<file path="src/rtl/regression_monitor.sv">
// Result monitor for CPU regression runs: snoops the write bus into a set of
// check slots, detects the JMP-* halt loop or a cycle timeout, and latches a verdict.
module regression_monitor #(
  parameter int ADDR_W  = 16,
  parameter int DATA_W  = 8,
  parameter int NCHK    = 4,
  parameter int TIMEOUT = 4096,
  parameter int CNT_W   = 16,
  localparam int IDX_W  = (NCHK > 1) ? $clog2(NCHK) : 1
) (
  input  logic              clk,
  input  logic              reset,
  input  logic              cfg_we,
  input  logic [IDX_W-1:0]  cfg_idx,
  input  logic              cfg_en,
  input  logic [ADDR_W-1:0] cfg_addr,
  input  logic [DATA_W-1:0] cfg_data,
  input  logic              start,
  input  logic              sync,
  input  logic [ADDR_W-1:0] pc,
  input  logic              mem_we,
  input  logic [ADDR_W-1:0] mem_addr,
  input  logic [DATA_W-1:0] mem_wdata,
  output logic              done,
  output logic              pass,
  output logic              timeout,
  output logic [NCHK-1:0]   seen,
  output logic [NCHK-1:0]   fail_mask,
  output logic [CNT_W-1:0]  cycles
);

  localparam logic [1:0] S_IDLE = 2'd0;
  localparam logic [1:0] S_RUN  = 2'd1;
  localparam logic [1:0] S_DONE = 2'd2;

  localparam logic [CNT_W-1:0] LAST_CYCLE = CNT_W'(TIMEOUT - 1);

  logic [1:0]        state;
  logic [NCHK-1:0]   slot_en;
  logic [ADDR_W-1:0] slot_addr [NCHK];
  logic [DATA_W-1:0] slot_exp  [NCHK];
  logic [DATA_W-1:0] cap       [NCHK];
  logic [DATA_W-1:0] cap_nx    [NCHK];
  logic [NCHK-1:0]   seen_nx;
  logic [NCHK-1:0]   fail_nx;
  logic [NCHK-1:0]   cfg_hit;
  logic [NCHK-1:0]   wr_hit;
  logic [ADDR_W-1:0] last_pc;
  logic              last_pc_valid;
  logic [CNT_W-1:0]  cycles_nx;
  logic              running;
  logic              cfg_ok;
  logic              start_ok;
  logic              halt;
  logic              expire;
  logic              finish;

  assign running  = (state == S_RUN);
  assign cfg_ok   = cfg_we && !running;
  assign start_ok = start && !running;

  // Halt has priority: a repeated fetch in the last allowed cycle is a clean finish.
  assign halt   = running && sync && last_pc_valid && (pc == last_pc);
  assign expire = running && !halt && (cycles == LAST_CYCLE);
  assign finish = halt || expire;

  assign cycles_nx = (&cycles) ? cycles : cycles + CNT_W'(1);

  // The verdict is built from the post-write view so a write in the
  // terminating cycle counts.
  always_comb begin
    // NOTE: every always_comb output gets a default first so no path leaves it
    // unassigned; a missing default is how latches get inferred.
    seen_nx = seen;
    wr_hit  = '0;
    cfg_hit = '0;
    fail_nx = '0;
    for (int i = 0; i < NCHK; i++) begin
      cfg_hit[i] = cfg_ok && (cfg_idx == IDX_W'(i));
      wr_hit[i]  = mem_we && slot_en[i] && (mem_addr == slot_addr[i]);
      cap_nx[i]  = wr_hit[i] ? mem_wdata : cap[i];
      if (wr_hit[i]) begin
        seen_nx[i] = 1'b1;
      end
      fail_nx[i] = slot_en[i] && (!seen_nx[i] || (cap_nx[i] != slot_exp[i]));
    end
  end

  // Control and visible status: everything here must come up known after reset.
  always_ff @(posedge clk) begin
    // NOTE: state registers use non-blocking assignments so every flop samples
    // the pre-edge values regardless of statement order.
    if (reset) begin
      state         <= S_IDLE;
      slot_en       <= '0;
      seen          <= '0;
      fail_mask     <= '0;
      cycles        <= '0;
      done          <= 1'b0;
      pass          <= 1'b0;
      timeout       <= 1'b0;
      last_pc_valid <= 1'b0;
    end else begin
      for (int i = 0; i < NCHK; i++) begin
        if (cfg_hit[i]) begin
          slot_en[i] <= cfg_en;
        end
      end
      case (state)
        S_IDLE, S_DONE: begin
          if (start) begin
            state         <= S_RUN;
            seen          <= '0;
            fail_mask     <= '0;
            cycles        <= '0;
            done          <= 1'b0;
            pass          <= 1'b0;
            timeout       <= 1'b0;
            last_pc_valid <= 1'b0;
          end
        end
        S_RUN: begin
          cycles <= cycles_nx;
          seen   <= seen_nx;
          if (sync && !halt) begin
            last_pc_valid <= 1'b1;
          end
          if (finish) begin
            state     <= S_DONE;
            done      <= 1'b1;
            timeout   <= expire;
            fail_mask <= fail_nx;
            pass      <= !expire && (fail_nx == '0);
          end
        end
        default: state <= S_IDLE;
      endcase
    end
  end

  // Slot payload and the PC tracker are only meaningful behind slot_en,
  // seen and last_pc_valid, so they carry no reset.
  always_ff @(posedge clk) begin
    // NOTE: storage arrays are deliberately left out of reset; their valid
    // qualifiers are reset instead, which keeps the arrays plain RAM-like flops.
    for (int i = 0; i < NCHK; i++) begin
      if (cfg_hit[i]) begin
        slot_addr[i] <= cfg_addr;
        slot_exp[i]  <= cfg_data;
      end
      if (start_ok) begin
        cap[i] <= '0;
      end else if (running) begin
        cap[i] <= cap_nx[i];
      end
    end
    if (running && sync && !halt) begin
      last_pc <= pc;
    end
  end

endmodule

</file>
<file path="config.mk">
export PLATFORM = sky130hd
export DESIGN_NAME = regression_monitor
export DESIGN_NICKNAME = d
export VERILOG_FILES = /design/src/rtl/regression_monitor.sv
export SDC_FILE = /design/constraint.sdc
export NUM_CORES = 1
export LEC_CHECK = 0
export BUFFER_PORTS_ARGS = -buffer_cell sky130_fd_sc_hd__buf_2
export CAP_MARGIN = 15
export CORE_ASPECT_RATIO = 1.1
export CORE_MARGIN = 3
export CORE_UTILIZATION = 45
export DETAILED_ROUTE_END_ITERATION = 6
export PLACE_DENSITY = 0.74
export SLEW_MARGIN = 20
export SYNTH_ARGS = -nofsm -noshare
export SYNTH_HDL_FRONTEND = slang
export SYNTH_SLANG_ARGS = --single-unit
</file>
<file path="constraint.sdc">
create_clock -name clk -period 5.35 [get_ports clk]
set_input_delay 0.2675 -clock clk [delete_from_list [all_inputs] [get_ports clk]]
set_output_delay 0.2675 -clock clk [all_outputs]
set_load 0.03 [all_outputs]
</file>
Word-level counts from Yosys, hierarchy flattened
Memories as Yosys holds them, arrays and structs flattened.
Cells that the tools add are included.
{"block": "word_totals", "n_memories": 3, "ramBits": 128, "word_cells": 157, "ff_bits": 50, "out_inout_bits": 27, "input_bits": 73}
{"block": "op_classes", "n_reduce_logical": 55, "n_bitwise": 4, "eq_ne": 19, "n_addsub": 1, "mux": 62}
{"memory": "slot_addr", "depth": 4, "width": 16, "rd": 4, "rd_ports_with_merged_regs": 0, "write_ports": 1, "line_no": "40", "source": "logic [ADDR_W-1:0] slot_addr [NCHK];"}
{"memory": "cap", "depth": 4, "width": 8, "rd": 4, "rd_ports_with_merged_regs": 0, "write_ports": 4, "line_no": "42", "source": "logic [DATA_W-1:0] cap [NCHK];"}
{"memory": "slot_exp", "depth": 4, "width": 8, "rd": 4, "rd_ports_with_merged_regs": 0, "write_ports": 1, "line_no": "41", "source": "logic [DATA_W-1:0] slot_exp [NCHK];"}
{"operator": "two-way mux 8 bit", "count": 11}
{"operator": "== test 16 bit", "count": 5}
{"operator": "two-way mux 16 bit", "count": 5}
{"operator": "OR reduction 16 bit", "count": 3}
{"operator": "!= test 8 bit", "count": 4}
{"operator": "case mux 16 bit (2 select lines)", "count": 1}
{"operator": "two-way mux 1 bit", "count": 28}
{"operator": "logical AND 1 bit", "count": 26}
{"operator": "OR reduction 8 bit", "count": 3}
{"operator": "adder 16 x 1 -> 16 bit, second input constant", "count": 1}
{"operator": "== test 16 x 12 -> 1 bit, second input constant", "count": 1}
{"operator": "two-way mux 2 bit", "count": 8}
{"operator": "case mux 4 bit (2 select lines)", "count": 2}
{"operator": "AND reduction 16 bit", "count": 1}
{"operator": "AND reduction 3 bit", "count": 3}
{"operator": "two-way mux 4 bit", "count": 2}
{"operator": "case mux 1 bit (2 select lines)", "count": 4}
{"operator": "logical NOT 1 bit", "count": 7}
{"operator": "== test 2 bit, second input constant", "count": 3}
{"operator": "logical OR 1 bit", "count": 5}
{"operator": "== test 2 x 1 -> 1 bit, second input constant", "count": 2}
{"operator": "logical NOT 2 bit", "count": 2}
{"operator": "logical NOT 4 bit", "count": 1}
{"operator": "!= test 2 x 1 -> 1 bit, second input constant", "count": 2}
{"operator": "6 further kinds", "count": 11}

Depth between registers and ports, before layout
Gate-level depths: netlist of the first run.
{"block": "depth", "ltp_word": 11, "ltp_mapped": 11, "mapped_depth_nobuf": 9}

Worst setup path after synthesis of the first run
OpenSTA, ideal clock, no wires.
{"block": "synth_timing", "path_kind": "register -> register", "startpoint": "register state[1]", "endpoint": "register slot_en[1]", "path_slack_ns": 2.128, "path_buffers": 1, "setup_time_ns": 0.128, "synth_period_minus_slack_ns": 3.222, "arrival_ns": 3.094, "t_required_ns": 5.222, "stages_incl_launch_ff": 7, "path_cell_list": "dfxtp_1 -> nand2b_1 -> clkbuf_1 -> nand2_1 -> nor3b_1 -> mux2i_1 -> nor2_1"}
{"block": "synth_between", "elab_chain_cells": 4}
{"item": "from (decl)", "line_no": "38", "source": "logic [1:0] state;"}
{"item": "from (signal assigned)", "line_no": "94", "source": "state <= S_IDLE;"}
{"item": "from (signal assigned)", "line_no": "112", "source": "state <= S_RUN;"}
{"item": "from (signal assigned)", "line_no": "129", "source": "state <= S_DONE;"}
{"item": "== test 2 x 1 -> 1 bit", "line_no": "58", "source": "assign running = (state == S_RUN);"}
{"item": "logical NOT 1 bit", "line_no": "59", "source": "assign cfg_ok = cfg_we && !running;"}
{"item": "logical AND 1 bit", "line_no": "59"}
{"item": "logical AND 1 bit", "line_no": "79", "source": "cfg_hit[i] = cfg_ok && (cfg_idx == IDX_W'(i));"}
{"item": "named net cfg_hit[1]", "line_no": "46", "source": "logic [NCHK-1:0] cfg_hit;"}
{"item": "to (signal, indexed assignment)", "line_no": "106", "source": "slot_en[i] <= cfg_en;"}
{"item": "to (decl)", "line_no": "39", "source": "logic [NCHK-1:0] slot_en;"}
The timed path passes the listed nets, and every way through them passes these cells.
A chain may end at the register's enable or synchronous reset.

==> results of run 1 <==
[state kept, by name, indices dropped and copies added, names as in the netlist]
name,cells
slot_addr,64
state,2
seen,4
slot_exp,32
pass,1
cap,32
done,1
timeout,1
slot_en,4
fail_mask,4
cycles,16
last_pc_valid,1
last_pc,16
[worst max path at each step]
stage / cells past startpoint / startpoint / slack (ps) / to
2_1_floorplan: 6 / state[1]$_SDFFE_PP0P_ / 2130 / slot_en[1]$_SDFFE_PP0P_
3_3_place_gp: 11 / mem_addr[9] / 2460 / pass$_SDFFE_PP0P_
3_5_place_dp: 9 / mem_addr[11] / 2390 / pass$_SDFFE_PP0P_
4_1_cts: 10 / slot_addr[3][9]$_DFFE_PP_ / 2380 / pass$_SDFFE_PP0P_
5_1_grt: 10 / slot_addr[3][9]$_DFFE_PP_ / 2230 / pass$_SDFFE_PP0P_
6_report: 10 / slot_addr[3][9]$_DFFE_PP_ / 2400 / pass$_SDFFE_PP0P_
[power breakdown]
part / internal, mW / switching, mW
Combinational: 0.0854 / 0.139
Clock: 0.663 / 0.496
Sequential: 1.55 / 0.0291
[kinds of logic (layout without fill, tap and decap cells)]
kind of cell / after synthesis / in the layout
flops: 178 / 178
simple gates: 176 / 176
xor+xnor: 133 / 133
fa+ha+maj: 1 / 1
mux: 40 / 40
compound gates: 47 / 47
buf+inv: 37 / 156
[routing by layer]
metal | wire length [um] | global-route usage, % | up-vias | share of wire (%)
met5 | 9 | 0 | - | 0.050
met4 | 525 | 8.420 | 2 | 2.9
met3 | 1140 | 4.889 | 39 | 6.4
met2 | 8886 | 32.00 | 191 | 50
met1 | 7308 | 22.90 | 2492 | 41
li1 | - | - | 2423 | -
[area by class of cell]
type / count / area (um2) / area share [%]
sequential: 178 / 5005 / 54.06
multi-input combinational: 397 / 2783 / 30.06
timing repair buffer: 109 / 570.5 / 6.163
clock buffer: 23 / 467.9 / 5.055
tap: 234 / 292.8 / 3.163
clock inverter: 9 / 82.58 / 0.8920
inverter: 15 / 56.30 / 0.6082
[cell usage in the layout, fill, tap and decap left out, drive strengths merged, types with 8 or more instances in the layout]
cell,netlist,final
edfxtp,144,144
buf,6,109
xor2,81,81
nor2,66,66
xnor2,52,52
mux2i,39,39
dfxtp,34,34
clkbuf,16,23
a21oi,19,19
nor4,19,19
nand2,17,17
nand3,17,17
nand4,16,16
inv,15,15
nor3,11,11
nand2b,8,8
o21ai,8,8
[through the flow]
stage	area, um2	cells	hold slack, ps	util, %	power [mW]
3_3_place_gp	8707	933	450.8	50.80	1.829
4_1_cts	9258	965	21.81	54.01	2.987
3_5_place_dp	8707	933	462.8	50.80	1.837
2_1_floorplan	7921	612	366.4	-	1.738
5_1_grt	9258	965	28.13	54.01	3.074
6_report	9258	965	42.82	54.01	2.967
==> reports/qor.txt, run 1 <==
status: completed
H-tree depth: 4
RSZ-0062 raised after global routing: false
WP data required: 5690 ps
Vias/cell: 5.334
ys flop type: edfxtp_1
setup_tns: 0 ps
largest family of logic cells by synthesized area: XOR/XNOR gates
Cell Chain, Critical Path: xor2_1, nor4_1, nand4_1, nor4_2, buf_4, mux2i_1, a221o_1, o21a_1, or4_1, o31ai_2
post-route antenna net violation count: 0
global route overflow: 0
Hold Crit Endpoint: last_pc[14]$_DFFE_PP_
largest fanout on the critical path: 11
critical path's slowest cell: or4_1
asr flop ratio synth: 0%
Crit path largest cell delay: 410 ps
Vias: 5,147
Reg clk slew, reported paths: 60 ps
initial antenna violation count: 1
Post-Route WL: 17,870 um
post-synth top area share: 54.59%
hold crit path type: primary input to register
Die Y: 145.2 um
CP arrival: 3290 ps
I/O pin count: 100
post-CTS setup repair buffer count: 0
GPL Wtd Cong: 0.8684
Synth Area in Simple Gates: 11.14%
syn avg cell area: 12.94 um2
fillers: 1,424
power per cell area: 320.5 mW/mm2
pre-CTS setup slack: 2391 ps
Die ar.: 0.01923 mm2
unique cell type count in the Yosys netlist: 47
CP startpoint kind: register
reg2reg setup slack: 2400 ps
max_cap viols: 0
clock buffer depth: 2
root buf cell: clkbuf_16
Total GRT Usage: 18.98%
Synth Area in Compound Gates: 3.791%
clock period minus worst slack: 2950 ps
Yosys reg bits: 178
most common cell in the netlist: edfxtp_1
# DRC: 0
Mapped Nets: 686
Mapped Area: 0.007921 mm2
Post-synth top cells: edfxtp_1, xor2_1, nor2_1
final setup margin: 2400 ps
Core ar.: 0.01714 mm2
FMAX: 339.0 MHz
worst r2r src: slot_addr[3][9]$_DFFE_PP_
Final setup viols: 0
Final period util: 55.13%
Clock Latency Late Sink: 430 ps
worst slew pin tran: 829.9 ps
HPWL after detailed placement: 12,750 um
Yosys top cell by area: edfxtp_1
Seq/Total Area, Yosys: 63.18%
Starting Density: 46.21%
CTS tree: built
layout cells sized above 1: 19.97%
DRT Pass-1 Iters: 5
mux share of post-synthesis cell area: 5.070%
largest net degree at the start of global routing: 37
Buf/Inv on CP: 1
crit path kind: register to register
row count: 50
Final nets: 792
Die Wd: 132.5 um
Mapped Cells: 612
TritonCTS Buffers: 17
final clock skew: 12.80 ps
R2R cell count: 10
Routed WL per cell: 18.52 um
cell depth of the worst hold path: 1
Ant. Diodes: 0
Final Max Slew Viols: 0
Hold Buf Count CTS: 0
Post-CTS Resized: 0
final-report hold violation count: 0
cell family with most CP delay: simple AND/OR/NAND/NOR gates
Yosys Warn Count: 0
relative slew slack: 44.67%
First DRT Iteration DRCs: 348
Max IR drop VDD: 0.2237 mV
r2r endpoint: pass$_SDFFE_PP0P_
global-route wire length before repair: 28,210 um
Synth area leaders: edfxtp_1, xor2_1, dfxtp_1
LEAKAGE: 3.351 nW
post-synthesis xor/xnor area fraction: 14.71%
CP Capture Type: register
port bufs: 99
min-delay src: pc[14]
post-synthesis adder-cell area fraction: 0.1580%
Post-synth EDFFs: 144
vias in the first global route: 5,378
clock sink count: 178
synthesis-to-layout area growth: 16.87%
(Power assumes the default switching activity.)
==> run 2, diff against run 1 <==
- ABC_AREA: default -> 1
- PLACE_DENSITY: 0.74 -> 0.73
- clock period: 5.35 -> 2.77 ns (I/O delays scaled with it)
==> run 2 against run 1 <==
Clock power increased by 100%. Die area grew 13%. Cell count increased by 53%. Global-route usage rose by 3.1 points. Largest power group unchanged. Fmax grew 16%.
==> reports/qor.txt, run 2 <==
largest family of logic cells by synthesized area: simple AND/OR/NAND/NOR gates
LEAKAGE: 4.770 nW (+42%)
most frequent cells in the layout: nand2_1, edfxtp_1, inv_1
worst slew pin tran: 604.8 ps (-225.2 ps)
global route overflow: 0 (unchanged)
post-route antenna net violation count: 0 (unchanged)
Starting Density: 46.27% (+0.060 points)
Reg clk slew, reported paths: 70 ps (about the same)
setup_tns: 0 ps (unchanged)
CTS tree: built
r2r endpoint: pass$_SDFFE_PP0P_
relative slew slack: 59.64% (+15 points)
Final Cell Area: 0.01078 mm2 (+16%)
Logic pwr share: 10.2% (+2.7 points)
clock sink count: 178 (unchanged)
First DRT Iteration DRCs: 647 (+86%)
Vias/cell: 5.145 (-3.5%)
synthesis-to-layout area growth: 20.33%
Final period util: 92.15% (+37 points)
Crit. path cell count: 15 (+5)
Total GRT Usage: 22.05% (+3.1 points)
mux share of post-synthesis cell area: 0% (-5.1 points)
Sw Share: 24.28% (+1.9 points)
post-synthesis xor/xnor area fraction: 1.760% (-13 points)
Critical path origin: slot_addr[1][8]$_DFFE_PP_
P_sw: 1.456 mW (+120%)
most common cell in the netlist: nand2_1
Die Y: 154.0 um (+6.1%)
syn avg cell area: 8.469 um2 (-35%)
Post-Route WL: 23,650 um (+32%)
P_int: 4.540 mW (+97%)
global-route wire length before repair: 37,430 um (+33%)
I/O pin count: 100 (unchanged)
critical path's slowest cell: edfxtp_1
initial antenna violation count: 0 (-1)
clock buffer depth: 2 (unchanged)
Vias: 7,583 (+47%)
Non-Filler Instances: 1,474 (+53%)
CP arrival: 2920 ps (-370 ps)
Synth Area in Simple Gates: 28.53% (+17 points)
Routed WL per cell: 16.04 um (-13%)
Max IR drop VDD: 0.4582 mV (+100%)
met2 wire len: 11,800 um (+33%)
hold crit path type: primary input to register
Die ar.: 0.02164 mm2 (+13%)
Reg with most FFs: slot_addr
GPL Wtd Cong: 0.8879 (+2.2%)
post-CTS setup repair buffer count: 0 (unchanged)
Ant. Diodes: 0 (unchanged)
Cell Chain, Critical Path: xnor2_1, nand3_1, nor2_1, nand3_2, nand2_1, nand2_1, nand2_1, nand2_1, nor2_1, nand2_1, nor2_1, nand2_1, a21oi_1, nand2_1, a21oi_2
cell mode on critical path: nand2_1
layout cells sized above 1: 16.06% (-3.9 points)
HPWL after detailed placement: 17,230 um (+35%)
asr flop ratio synth: 0% (unchanged)
Seq/Total Area, Yosys: 55.86% (-7.3 points)
Post-synth EDFFs: 144 (unchanged)
Metal-1 WL: 9787 um (+34%)
final clock skew: 10.23 ps (-2.571 ps)
crit path kind: register to register
Mapped Area: 0.008960 mm2 (+13%)
cell family with most CP delay: simple AND/OR/NAND/NOR gates
fillers: 1,763 (+24%)
Flop pwr share: 50.7% (-2.7 points)
Synth area leaders: edfxtp_1, nand2_1, dfxtp_1
Synth Area in Compound Gates: 6.521% (+2.7 points)
met3 WL post-DR: 1425 um (+25%)
# DRC: 0 (unchanged)
Mapped Cells: 1,058 (+73%)
Post-synth top cells: nand2_1, edfxtp_1, inv_1
final-report hold violation count: 0 (unchanged)
WP data required: 3140 ps (-2550 ps)
Worst Setup EP: pass$_SDFFE_PP0P_
DRT Pass-1 Iters: 5 (unchanged)
max FFs per register: 64 (unchanged)
status: completed
row count: 53 (+6.0%)
Clk network pwr share: 39.1% (about the same)
power per cell area: 556.2 mW/mm2 (+74%)
max_cap viols: 0 (unchanged)
reg2reg setup slack: 220 ps (-2180 ps)
TritonCTS Buffers: 17 (unchanged)
clock period minus worst slack: 2553 ps (-397.2 ps)
Yosys reg bits: 178 (unchanged)
biggest regs: slot_addr (64), cap (32), slot_exp (32)
R2R cell count: 15 (+5)
H-tree depth: 4 (unchanged)
Die Wd: 140.5 um (+6.1%)
Clock Latency Late Sink: 430 ps (about the same)
largest fanout on the critical path: 4 (-7)
Mapped Nets: 1,132 (+65%)
port bufs: 99 (unchanged)
post-synth top area share: 48.26% (-6.3 points)
Final Max Slew Viols: 0 (unchanged)
Core ar.: 0.01936 mm2 (+13%)
CP startpoint kind: register
root buf cell: clkbuf_16
largest net degree at the start of global routing: 36 (-2.7%)
Crit path largest cell delay: 390 ps (-20 ps)
Final nets: 1,288 (+63%)
Top Metal Used: met4
Placed Instances: 1,404 (+50%)
post-synthesis adder-cell area fraction: 0.1396% (-0.018 points)
worst r2r src: slot_addr[1][8]$_DFFE_PP_
unique cell type count in the Yosys netlist: 40 (-15%)
Yosys top cell by area: edfxtp_1
FMAX: 391.8 MHz (+16%)
Buf/Inv on CP: 0 (-1)
commonest non-fill, non-tap cell in the layout: nand2_1
Yosys Warn Count: 0 (unchanged)
ys flop type: edfxtp_1
CP Capture Type: register
vias in the first global route: 7,330 (+36%)
Final setup viols: 0 (unchanged)
Area after DPL: 0.009797 mm2 (+13%)
==> run 2: cell count changes in the layout (fill, tap and decap cells not counted), moves of 24 or more <==
cell	previous run	this run
a21oi_1	19	44
dlygate4sd3_1	0	38
inv_1	15	141
mux2i_1	39	0
nand2_1	17	329
nand3_1	17	46
nor2_1	66	115
o21ai_0	8	32
xnor2_1	52	9
xor2_1	81	9
==> run 2: layout make-up <==
type                            count  area [um2]  area share (%)
Multi-Input combinational cell    714        3363           31.19
Tap cell                          247       309.0           2.866
Timing Repair Buffer              146       943.4           8.750
Clock buffer                       25       526.8           4.886
Inverter                          157       589.3           5.466
Sequential cell                   178        5005           46.42
Clock inverter                      7       45.04          0.4178
==> run 2: worst reg2reg max path: cells and delay by family, from the launching register on <==
kind,cells,cell delay (ps)
AO/OA/AOI/OAI,2,260
XOR/XNOR,1,270
flip-flops,1,390
AND/OR/NAND/NOR,12,1580
==> run 2: how the worst min path moves through the flow <==
stage,from,end,slack [ps],depth (start not counted)
3_3_place_gp,pc[5],last_pc[5]$_DFFE_PP_,340,1
2_1_floorplan,reset,cycles[0]$_SDFFE_PP0P_,220,1
3_5_place_dp,pc[5],last_pc[5]$_DFFE_PP_,340,1
5_1_grt,cfg_data[3],slot_exp[2][3]$_DFFE_PP_,0.4,1
4_1_cts,cfg_data[1],slot_exp[0][1]$_DFFE_PP_,2,1
6_report,cfg_en,slot_en[1]$_SDFFE_PP0P_,20,3
==> run 2: cells by family (layout without fill, tap and decap cells) <==
logic type | after synthesis | in the layout
buf+inv | 166 | 335
xor+xnor | 18 | 18
fa+ha+maj | 1 | 1
simple gates | 590 | 590
compound gates | 105 | 105
flops | 178 | 178
==> run 2: power groups by stage <==
stage	Combinational [mW]	Clock (mW)	Sequential (mW)
after floorplan	0.335	0	3.09
after global placement	0.552	0	3.10
after detailed placement	0.561	0	3.10
after CTS	0.606	2.37	3.04
after global routing	0.682	2.48	3.05
final	0.612	2.34	3.04
==> run 2: through the flow <==
step           power, mW  hold slack [ps]  utilization (%)  setup slack, ps
2_1_floorplan      3.430            217.0                -           -50.34
3_3_place_gp       3.649            337.5            50.59            123.5
3_5_place_dp       3.660            338.1            50.59            87.09
4_1_cts            6.018            1.866            55.46            74.13
5_1_grt            6.211           0.4108            55.68           -41.57
6_report           5.996            18.58            55.68            217.5
==> run 2: timing repair <==
action | in CTS | in global routing
resized for setup | 0 | 6
setup endpoints to repair | 0 | 7
hold buffers | 37 | 1
hold endpoints to repair | 100 | 2
==> run 2: metal layers <==
layer	vias to the layer above	GRT usage [%]
li1	3779	-
met1	3477	27.78
met2	275	37.84
met3	52	4.137
met4	0	8.076
met5	-	0
==> run 3, diff against run 2 <==
- RECOVER_POWER: default -> 100
- SETUP_SLACK_MARGIN: default -> 0.3
==> run 3 against run 2 <==
Fmax is 5.2% higher. Die area stayed put. Global-route usage stayed put. Via count fell by 0.49%. Clock-buffer cell count did not move. Register-to-register slack improved by 130 ps.
==> reports/qor.txt, run 3 (synthesized netlist as in run 2, its figures left out) <==
status: completed
port bufs: 99 (unchanged)
# DRC: 0 (unchanged)
Final Total Pwr: 6.007 mW (+0.18%)
FMAX: 412.1 MHz (+5.2%)
Vias/cell: 5.068 (-1.5%)
max_cap viols: 0 (unchanged)
relative slew slack: 38.82% (-21 points)
layout cells sized above 1: 12.64% (-3.4 points)
Logic pwr share: 10.3% (about the same)
Ant. Diodes: 0 (unchanged)
Buf/Inv on CP: 2 (+2)
final-report hold violation count: 0 (unchanged)
Clock Latency Late Sink: 440 ps (about the same)
synthesis-to-layout area growth: 21.77%
H-tree depth: 4 (unchanged)
fillers: 1,762 (-0.057%)
HPWL after detailed placement: 17,230 um (unchanged)
LEAKAGE: 4.653 nW (-2.4%)
Die Wd: 140.5 um (unchanged)
vias in the first global route: 7,331 (+0.014%)
pre-CTS setup slack: 87.09 ps (unchanged)
critical path's slowest cell: edfxtp_1
Crit path largest cell delay: 390 ps (about the same)
Flop pwr share: 50.7% (about the same)
cell mode on critical path: nand2_1
initial antenna violation count: 0 (unchanged)
GPL Wtd Cong: 0.8879 (unchanged)
Die ar.: 0.02164 mm2 (unchanged)
Routed WL per cell: 16.05 um (about the same)
hold crit path type: primary input to register
largest net degree at the start of global routing: 36 (unchanged)
Die Y: 154.0 um (unchanged)
I/O pin count: 100 (unchanged)
final setup margin: 343.4 ps (+125.9 ps)
root buf cell: clkbuf_16
P_sw: 1.469 mW (+0.86%)
Min Hold Slack: 17.83 ps (-0.7523 ps)
max FFs per register: 64 (unchanged)
post-route antenna net violation count: 0 (unchanged)
worst slew pin tran: 917.7 ps (+312.9 ps)
crit path kind: register to register
RSZ-0062 raised after global routing: false
First DRT Iteration DRCs: 738 (+14%)
row count: 53 (unchanged)
power per cell area: 550.5 mW/mm2 (-1.0%)
final clock skew: 8.094 ps (-2.137 ps)
commonest non-fill, non-tap cell in the layout: nand2_1
Final period util: 87.60% (-4.5 points)
Final nets: 1,303 (+1.2%)
Sw Share: 24.45% (+0.16 points)
Final Max Slew Viols: 0 (unchanged)
global-route wire length before repair: 37,430 um (unchanged)
clock period minus worst slack: 2427 ps (-125.9 ps)
Cell Chain, Critical Path: buf_4, o21ai_1, nor2_1, nand2_1, nor2_4, nand2_4, clkbuf_1, nand2_1, nand3_1, nand2_1, nor2_1, nand2_1, nor2_2, nand2_1, nand2_1, nand2_1, nor2_1, nand2_1, a21oi_2
global route overflow: 0 (unchanged)
CP Capture Type: register
CTS tree: built
DRT Pass-1 Iters: 6 (+1)
Reg clk slew, reported paths: 60 ps (about the same)
Starting Density: 46.27% (unchanged)
WP data required: 3140 ps (about the same)
Max IR drop VDD: 0.4637 mV (+1.2%)
Total GRT Usage: 22.05% (unchanged)
largest fanout on the critical path: 7 (+3)
cell family with most CP delay: simple AND/OR/NAND/NOR gates
Final setup viols: 0 (unchanged)
CP startpoint kind: register
biggest regs: slot_addr (64), cap (32), slot_exp (32)
Vias: 7,546 (-0.49%)
Final Cell Area: 0.01091 mm2 (+1.2%)
Reg with most FFs: slot_addr
Area after DPL: 0.009797 mm2 (unchanged)
Clk network pwr share: 39.0% (about the same)
most frequent cells in the layout: nand2_1, edfxtp_1, inv_1
P_int: 4.538 mW (about the same)
Post-Route WL: 23,900 um (+1.1%)
TritonCTS Buffers: 17 (unchanged)
clock sink count: 178 (unchanged)
CP arrival: 2800 ps (-120 ps)
Core ar.: 0.01936 mm2 (unchanged)
clock buffer depth: 2 (unchanged)
## run 3: cell count changes in the layout (fill, tap and decap cells not counted), moves of 4 or more
cell | before | now
nor2_4 | 6 | 12
clkbuf_1 | 2 | 72
nand2_2 | 4 | 9
nand2_1 | 329 | 323
nor2_1 | 115 | 110
clkbuf_4 | 0 | 4
buf_2 | 99 | 32
nand3_1 | 46 | 42
clkbuf_2 | 0 | 4
## run 3: power by group through the flow
stage                     Sequential (mW)  Combinational (mW)  Clock, mW
after floorplan                      3.09               0.335          0
after CTS                            3.04               0.609       2.37
final                                3.04               0.618       2.34
after global placement               3.10               0.552          0
after detailed placement             3.10               0.561          0
after global routing                 3.05               0.688       2.48
## run 3: final timing paths
check	from	end	slack, ps	cells after the start
hold reg to reg	state[1]$_SDFFE_PP0P_	state[1]$_SDFFE_PP0P_	480	2
hold / removal	cfg_en	slot_en[2]$_SDFFE_PP0P_	20	3
setup reg to reg	slot_addr[3][9]$_DFFE_PP_	pass$_SDFFE_PP0P_	340	19
setup / recovery	slot_addr[3][9]$_DFFE_PP_	pass$_SDFFE_PP0P_	340	19
## run 3: cell type report
class                      count  area [um2]  area share, %
sequential                   178        5005          45.87
multi-input combinational    714        3472          31.82
timing repair buffer         161       963.4          8.830
clock buffer                  25       526.8          4.828
inverter                     157       589.3          5.401
tap                          247       309.0          2.833
clock inverter                 7       45.04         0.4128
## run 3: metrics by stage
stage	setup TNS [ps]	util [%]	cells
final	0	56.35	1489
after global routing	0	56.35	1489
after CTS	0	55.71	1474
after detailed placement	0	50.59	1404
after global placement	0	50.59	1404
after floorplan	-4998	-	1058
## run 3: repair_timing
| action | in CTS | in global routing |
|---|---|---|
| setup buffers | 1 | 14 |
| hold buffers | 37 | 1 |
| endpoints found under the hold margin | 100 | 2 |
| gates resized for setup | 6 | 39 |
| pin swaps | 1 | 14 |
| endpoints found under the setup margin | 2 | 20 |
## run 3: worst register-to-register path: stages (launching register included)
cell	delay [ps]
edfxtp_1	390
buf_4	150
o21ai_1	130
nor2_1	50
nand2_1	150
nor2_4	90
nand2_4	140
clkbuf_1	240
nand2_1	140
nand3_1	110
nand2_1	60
nor2_1	100
nand2_1	70
nor2_2	90
nand2_1	100
nand2_1	70
nand2_1	50
nor2_1	80
nand2_1	70
a21oi_2	100
## run 3: metal layers
metal / track usage [%] / up-vias / routed length (um)
li1: - / 3807 / -
met1: 27.84 / 3466 / 10220
met2: 37.73 / 228 / 12030
met3: 4.168 / 45 / 1108
met4: 8.122 / 0 / 546
met5: 0 / - / 0
